## config.mk

```make
export PLATFORM = sky130hd
export DESIGN_NAME = ccff_chain_loader
export DESIGN_NICKNAME = d
export VERILOG_FILES = /design/src/rtl/ccff_chain_loader.sv
export SDC_FILE = /design/constraint.sdc
export NUM_CORES = 1
export LEC_CHECK = 0
export ABC_AREA = 1
export CAP_MARGIN = 15
export CORE_ASPECT_RATIO = 0.6
export CORE_MARGIN = 2
export CORE_UTILIZATION = 52
export DETAILED_ROUTE_END_ITERATION = 8
export PLACE_DENSITY = 0.72
export SYNTH_ARGS = -nofsm -noshare
export SYNTH_HDL_FRONTEND = slang
export SYNTH_SLANG_ARGS = --single-unit
```

## constraint.sdc

```tcl
create_clock -name prog_clk -period 2.3 [get_ports prog_clk]
set_input_delay 0.46 -clock prog_clk [delete_from_list [all_inputs] [get_ports prog_clk]]
set_output_delay 0.46 -clock prog_clk [all_outputs]
set_load 0.01 [all_outputs]
```

## src/rtl/ccff_chain_loader.sv

```systemverilog
// ccff_chain_loader: streams host configuration words MSB-first into a serial
// configuration flip-flop chain and keeps a CRC-16 of every bit shifted.
// Optional readback verification is compiled in with the macro
// CCFF_CHAIN_LOADER_READBACK_EN. When it is enabled, the chain is recirculated
// once through its tail and a second CRC is compared against the load CRC.
module ccff_chain_loader #(
    parameter int CHAIN_LEN = 42,
    parameter int WORD_W    = 8
) (
    input  logic              prog_clk,
    input  logic              pReset,
    input  logic              start,
    input  logic [WORD_W-1:0] cfg_data,
    input  logic              cfg_valid,
    output logic              cfg_ready,
    output logic              ccff_head,
    output logic              ccff_shift_en,
    input  logic              ccff_tail,
    output logic              busy,
    output logic              done,
    output logic              error
);

    // The bit counter is 16 bits wide because CHAIN_LEN can be as large as 65535.
    localparam logic [15:0] LAST_BIT  = 16'(CHAIN_LEN - 1);
    localparam logic [5:0]  LAST_WBIT = 6'(WORD_W - 1);

`ifdef CCFF_CHAIN_LOADER_READBACK_EN
    typedef enum logic [2:0] {IDLE, FETCH, SHIFT, VERIFY, DONE} state_t;
`else
    typedef enum logic [2:0] {IDLE, FETCH, SHIFT, DONE} state_t;
`endif

    // Serial CRC-16 step: polynomial 0x1021, no reflection.
    function automatic logic [15:0] crc_step(input logic [15:0] c, input logic b);
        logic fb;
        fb = c[15] ^ b;
        return {c[14:0], 1'b0} ^ (fb ? 16'h1021 : 16'h0000);
    endfunction

    state_t            state;
    logic [WORD_W-1:0] word;      // current word; its MSB always drives the head
    logic [15:0]       bit_cnt;   // bits shifted in this load
    logic [5:0]        word_cnt;  // bits shifted from the current word
    logic [15:0]       crc;       // CRC of the bits that were loaded

`ifdef CCFF_CHAIN_LOADER_READBACK_EN
    logic [15:0] vcnt;            // recirculation cycles completed
    logic [15:0] crc_rb;          // CRC of the bits read back from the tail
    logic        error_q;
`endif

    // Load sequencer. A partial last word leaves SHIFT as soon as the chain
    // is full, so its low-order bits are never presented to the chain.
    always_ff @(posedge prog_clk) begin
        if (pReset) begin
            state    <= IDLE;
            word     <= '0;
            bit_cnt  <= '0;
            word_cnt <= '0;
            crc      <= 16'hFFFF;
`ifdef CCFF_CHAIN_LOADER_READBACK_EN
            vcnt     <= '0;
            crc_rb   <= 16'hFFFF;
            error_q  <= 1'b0;
`endif
        end else begin
            case (state)
                IDLE, DONE: begin
                    if (start) begin
                        state   <= FETCH;
                        bit_cnt <= '0;
                        crc     <= 16'hFFFF;
`ifdef CCFF_CHAIN_LOADER_READBACK_EN
                        vcnt    <= '0;
                        crc_rb  <= 16'hFFFF;
                        error_q <= 1'b0;
`endif
                    end
                end
                FETCH: begin
                    if (cfg_valid) begin
                        word     <= cfg_data;
                        word_cnt <= '0;
                        state    <= SHIFT;
                    end
                end
                SHIFT: begin
                    crc      <= crc_step(crc, word[WORD_W-1]);
                    word     <= word << 1;
                    bit_cnt  <= bit_cnt + 16'd1;
                    word_cnt <= word_cnt + 6'd1;
                    if (bit_cnt == LAST_BIT) begin
`ifdef CCFF_CHAIN_LOADER_READBACK_EN
                        state <= VERIFY;
`else
                        state <= DONE;
`endif
                    end else if (word_cnt == LAST_WBIT) begin
                        state <= FETCH;
                    end
                end
`ifdef CCFF_CHAIN_LOADER_READBACK_EN
                VERIFY: begin
                    crc_rb <= crc_step(crc_rb, ccff_tail);
                    vcnt   <= vcnt + 16'd1;
                    if (vcnt == LAST_BIT) begin
                        state   <= DONE;
                        error_q <= (crc_step(crc_rb, ccff_tail) != crc);
                    end
                end
`endif
                default: state <= IDLE;
            endcase
        end
    end

    assign cfg_ready = (state == FETCH);
    assign done      = (state == DONE);

`ifdef CCFF_CHAIN_LOADER_READBACK_EN
    // During readback the tail is looped back to the head, so the chain
    // contents are back in place after CHAIN_LEN shifts.
    assign busy          = (state == FETCH) || (state == SHIFT) || (state == VERIFY);
    assign ccff_shift_en = (state == SHIFT) || (state == VERIFY);
    assign ccff_head     = (state == SHIFT)  ? word[WORD_W-1] :
                           (state == VERIFY) ? ccff_tail      : 1'b0;
    assign error         = error_q;
`else
    logic unused_tail;
    assign unused_tail   = ccff_tail;
    assign busy          = (state == FETCH) || (state == SHIFT);
    assign ccff_shift_en = (state == SHIFT);
    assign ccff_head     = (state == SHIFT) && word[WORD_W-1];
    assign error         = 1'b0;
`endif

endmodule

```

==> Word-level counts from Yosys, hierarchy flattened <==
Cells that the tools add are included.
W data, S select, Z words.
{ "classes": {"n_addsub": 2, "eq_ne": 8, "muxes": 11, "n_reduce_logical": 9} }
{ "ops": {"columns": ["op", "count"], "rows": [
  ["$pmux W16 S2", 1],
  ["$add A16 B1 Y16 const B", 1],
  ["$eq A16 B6 Y1 const B", 1],
  ["$mux W16", 1],
  ["$pmux W8 S2", 1],
  ["$mux W3", 4],
  ["$pmux W6 S2", 1],
  ["$pmux W3 S3", 1],
  ["$mux W8", 1],
  ["$add A6 B1 Y6 const B", 1],
  ["$eq A3 B2 Y1 const B", 2],
  ["$eq A6 B3 Y1 const B", 1],
  ["$mux W6", 1],
  ["$ne A2 B2 Y1 const B", 2],
  ["$reduce_and A2 Y1", 2],
  ["$reduce_bool A2 Y1", 2],
  ["$eq A3 B1 Y1 const B", 1],
  ["$logic_not A3 Y1", 1],
  ["$ne A3 B1 Y1 const B", 1],
  ["$reduce_and A3 Y1", 1],
  ["$reduce_or A2 Y1", 1],
  ["$logic_and A1 B1 Y1", 1],
  ["$logic_or A1 B1 Y1", 1]
]} }
{ "totals": {"reg_bits": 33, "input_bits": 13, "output_inout_bits": 6, "elab_cells": 34} }

==> Depth between registers and ports, before layout <==
{ "logic_depth": {"depth_word": 4, "mapped_depth": 12, "mapped_depth_nobuf": 11} }

==> Worst setup path before layout <==
OpenSTA, ideal clock, no wires.
{ "synth_timing": {"path_type": "flip-flop to flip-flop", "from": "register state[0]", "to": "register bit_cnt[13]", "setup_ns": 0.109, "t_arrival_ns": 1.529, "t_required_ns": 2.191, "slack_ns": 0.662, "stages_incl_launch_ff": 12, "n_path_buf": 1, "period_less_slack_ns": 1.638, "path_cell_list": "dfxtp_1 > inv_1 > ha_1 > o21ai_4 > nand2_1 > nand2_2 > inv_1 > buf_6 > nand2_1 > o21ai_1 > nand2_1 > inv_1"} }
{ "synth_between": {"elab_chain_cells": 4, "elab_cells_between_ends": 8, "cone_classes": "3 x eq/ne; 1 x mux; 4 x reduce/logical"} }
{ "synth_lines": {"columns": ["item", "line", "text"], "rows": [
  ["from (decl)", "41", "state_t state;"],
  ["from (signal assigned)", "57", "state <= IDLE;"],
  ["from (signal assigned)", "71", "state <= FETCH;"],
  ["from (signal assigned)", "85", "state <= SHIFT;"],
  ["$eq A3 B2 Y1 / $logic_not A3 Y1 (equally long branches)", "68", "case (state)"],
  ["$reduce_or A2 Y1", "68", null],
  ["$ne A2 B2 Y1 (no source line) / $reduce_bool A2 Y1 (equally long branches)", null, null],
  ["$reduce_and A2 Y1 (no source line)", null, null],
  ["to (signal assigned)", "91", "bit_cnt <= bit_cnt + 16'd1;"],
  ["to (decl)", "43", "logic [15:0] bit_cnt;"]
]} }
Parallel ways exist; a longest one is shown, timed or not.
A chain may end at the register's enable or synchronous reset.

==> Final worst setup path <==
{ "layout_timing": {"from": "register state[0]", "to": "output port busy"} }
{ "layout_between": {"elab_chain_cells": 2, "elab_cells_between_ends": 3, "cone_classes": "2 x eq/ne; 1 x reduce/logical"} }
{ "layout_lines": {"columns": ["item", "line", "text"], "rows": [
  ["$eq A3 B1 Y1 / $eq A3 B2 Y1 (equally long branches)", "132", "assign busy = (state == FETCH) || (state == SHIFT);"],
  ["$logic_or A1 B1 Y1 (*)", "132", null],
  ["to (decl)", "19", "output logic busy,"]
]} }
Every way passes the cells marked *; elsewhere a longest branch is shown, timed or not.

==> reports/results.ini <==
[status]
status = finished clean

[critical_path]
timing.critical_path.fanout_max = 4
crit_path_end_kind = output pin
arrival_time_at_the_worst_endpoint_ns = 1.69
worst-endpoint-required_ns = 1.84
worst_r2r_path_depth = 8
critPathKind = flip-flop to output pin
setup.worst_path.start_class = flip-flop

[cts]
clkLatencyLatePin_ns = 0.28
tritoncts.num_buffers = 5
clockRootBuffer = sky130_fd_sc_hd__clkbuf_8
tritoncts = done
max_root_sink_buffers = 2
clock_sinks = 32
cts_post_setup_buffers_inserted = 0
h-tree-depth = 2
post_cts_resize_count = 0
clk_pin_slew_ns = 0.07
holdBufCountCts = 0

[finish]
most-common-layout-cells = 71 x sky130_fd_sc_hd__nand2_1, 32 x sky130_fd_sc_hd__dfxtp_1, 30 x sky130_fd_sc_hd__nor2_1, 29 x sky130_fd_sc_hd__inv_1, 18 x sky130_fd_sc_hd__a21oi_1
layout.cells.most_common = sky130_fd_sc_hd__nand2_1
post_route_cells_drive_above_1_share_pct = 7.46
final_core_utilization_pct = 67.1
syn2layout_area_growth_pct = 19.8
instances_no_fill = 310
nNetsFinal = 286
finish.instance_area_mm2 = 0.00197
num_antenna_cells = 0

[global_routing]
gr-usage-met3_pct = 5.85
first_global_vias = 1215
grt_max_degree = 20
globalRouteMet2Util_pct = 27.8
grt_overflow = 0
grt_most_used_layer = met1
grtUsageTotal_pct = 20.1
wire_length_of_the_first_global_routing_pass_mm = 5.55
grtUsageMet1_pct = 29.4
initial_antenna_violation_count = 0

[power_and_ir_drop]
irDropWorstVdd_uv = 381
power_per_cell_area_mw_per_mm2 = 958
power.leakage_nw = 0.807

[drt]
detailedRoute.firstPassIterationCount = 4
totalWireLength_mm = 3.35
remaining_drc_errors = 0
ant_nets = 0
avg_wl_per_cell_um = 10.8
vias_per_cell = 4.91
detailroute.via_count = 1522
initialDrtViolationCount = 94

[sta]
clock_skew_ns = 0.00609
maxClockFrequency_ghz = 0.465
max_slew_margin_pct = 65.9
final_min_period_over_clock_period_pct = 93.4
rsz0062_at_grt = no
finalCriticalPeriod_ns = 2.15
hold_viol = 0
final.setup.tns_ns = 0
max_slew.worst_pin.slew_ns = 0.506
finalSetupViolCount = 0
finalWorstSetupSlack_ns = 0.152
number_of_pins_with_negative_max_slew_slack_in_the_final_report = 0

[floorplanning]
die_area_mm2 = 0.00363
core_area_mm2 = 0.00293
row_count = 15
die_x_um = 76.5
floorplan.initialDensity_pct = 56.0
io_pins = 19
die-height_um = 47.5

[synthesis]
postSynthAreaPerCell_um2 = 6.72
yosys.cell_types.count = 26
mappedNetlistNets = 263
netlist_instances = 244
postSynthRegisterBits = 32
yosysWarningCount = 0
netlist_area_mm2 = 0.00164
synth_seq_area_share_pct = 39.1

[place]
place.port_buffers = 16
placed_area_mm2 = 0.00188
gpl.final_weighted_congestion = 0.806
post-place-cells = 302
detailedPlacementHpwl_mm = 2.47
place_worst_setup_slack_ns = 0.312

[min_path]
timing.hold.worst.class = flip-flop to flip-flop
whs_path_depth = 2

[flow_run]
cap_viol_max_count = 0

report_power, final:
part | internal (mW) | leakage [nW] | switching, mW
Combinational | 0.306 | 0.501 | 0.446
Clock | 0.244 | 0.0455 | 0.197
Sequential | 0.640 | 0.260 | 0.0505
Total | 1.19 | 0.807 | 0.694
per-stage QoR:
| stage | hold WS [ns] | power [mW] |
|---|---|---|
| 3_3_place_gp | 0.452 | 1.43 |
| 4_1_cts | 0.467 | 1.90 |
| 3_5_place_dp | 0.466 | 1.45 |
| 6_report | 0.466 | 1.88 |
| 2_1_floorplan | 0.438 | 1.21 |
| 5_1_grt | 0.491 | 2.03 |
registers in the layout, summed over array words and instances, names as in the netlist:
| register | count |
|---|---|
| word | 8 |
| state | 2 |
| bit_cnt | 16 |
| word_cnt | 6 |
final timing paths:
check,start,to,slack [ns]
worst max-delay path,state[0]$_SDFFE_PP0P_,busy,0.15
worst min-delay path,word[6]$_SDFFE_PP0P_,word[7]$_SDFFE_PP0P_,0.47
worst max register to register,state[0]$_SDFFE_PP0P_,word_cnt[5]$_SDFFE_PP0P_,0.37
worst min register to register,word[6]$_SDFFE_PP0P_,word[7]$_SDFFE_PP0P_,0.47
per-layer routing:
metal | routed length (um) | share of wire, %
met3 | 150 | 4.5
met1 | 1940 | 58
met2 | 1250 | 37
met4 | 13 | 0.39
met5 | 0 | 0
worst max-delay path: stages (launching register included):
cell                              delay (ns)
sky130_fd_sc_hd__dfxtp_1                0.36
sky130_fd_sc_hd__inv_1                  0.07
sky130_fd_sc_hd__ha_1                   0.38
sky130_fd_sc_hd__inv_1                  0.08
sky130_fd_sc_hd__clkdlybuf4s50_1        0.52
cell families (layout without fill, tap and decap cells):
kind of cell	Yosys count	after routing	synth area share, %
simple gates	119	119	29.6
buf+inv	38	62	9.69
other cells	1	1	0.229
flops	32	32	39.1
fa+ha+maj	6	6	4.58
compound gates	48	48	16.9
synthesized netlist by cell type (all sizes together):
| cell type | instances | share of area [%] |
|---|---|---|
| conb | 1 | 0.23 |
| ha | 6 | 4.6 |
| clkbuf | 3 | 0.69 |
| nand3 | 10 | 3.4 |
| nand2 | 72 | 17 |
| nor3b | 1 | 0.46 |
| o21a | 2 | 0.92 |
| dfxtp | 32 | 39 |
| a31oi | 8 | 3.1 |
| nor3 | 4 | 1.2 |
| o21bai | 2 | 0.92 |
| a211oi | 2 | 0.92 |
| a21oi | 18 | 5.5 |
| buf | 4 | 1.9 |
| o21ai | 16 | 5.6 |
| inv | 31 | 7.1 |
| nor2 | 32 | 7.9 |
cell type report:
class / instances / area [um2]
tap: 42 / 52.6
inverter: 31 / 116
timing repair buffer: 23 / 225
multi-input combinational: 174 / 841
fill: 289 / 962
sequential: 32 / 641
clock buffer: 8 / 90.1
Power figures use the tool's default switching activity.
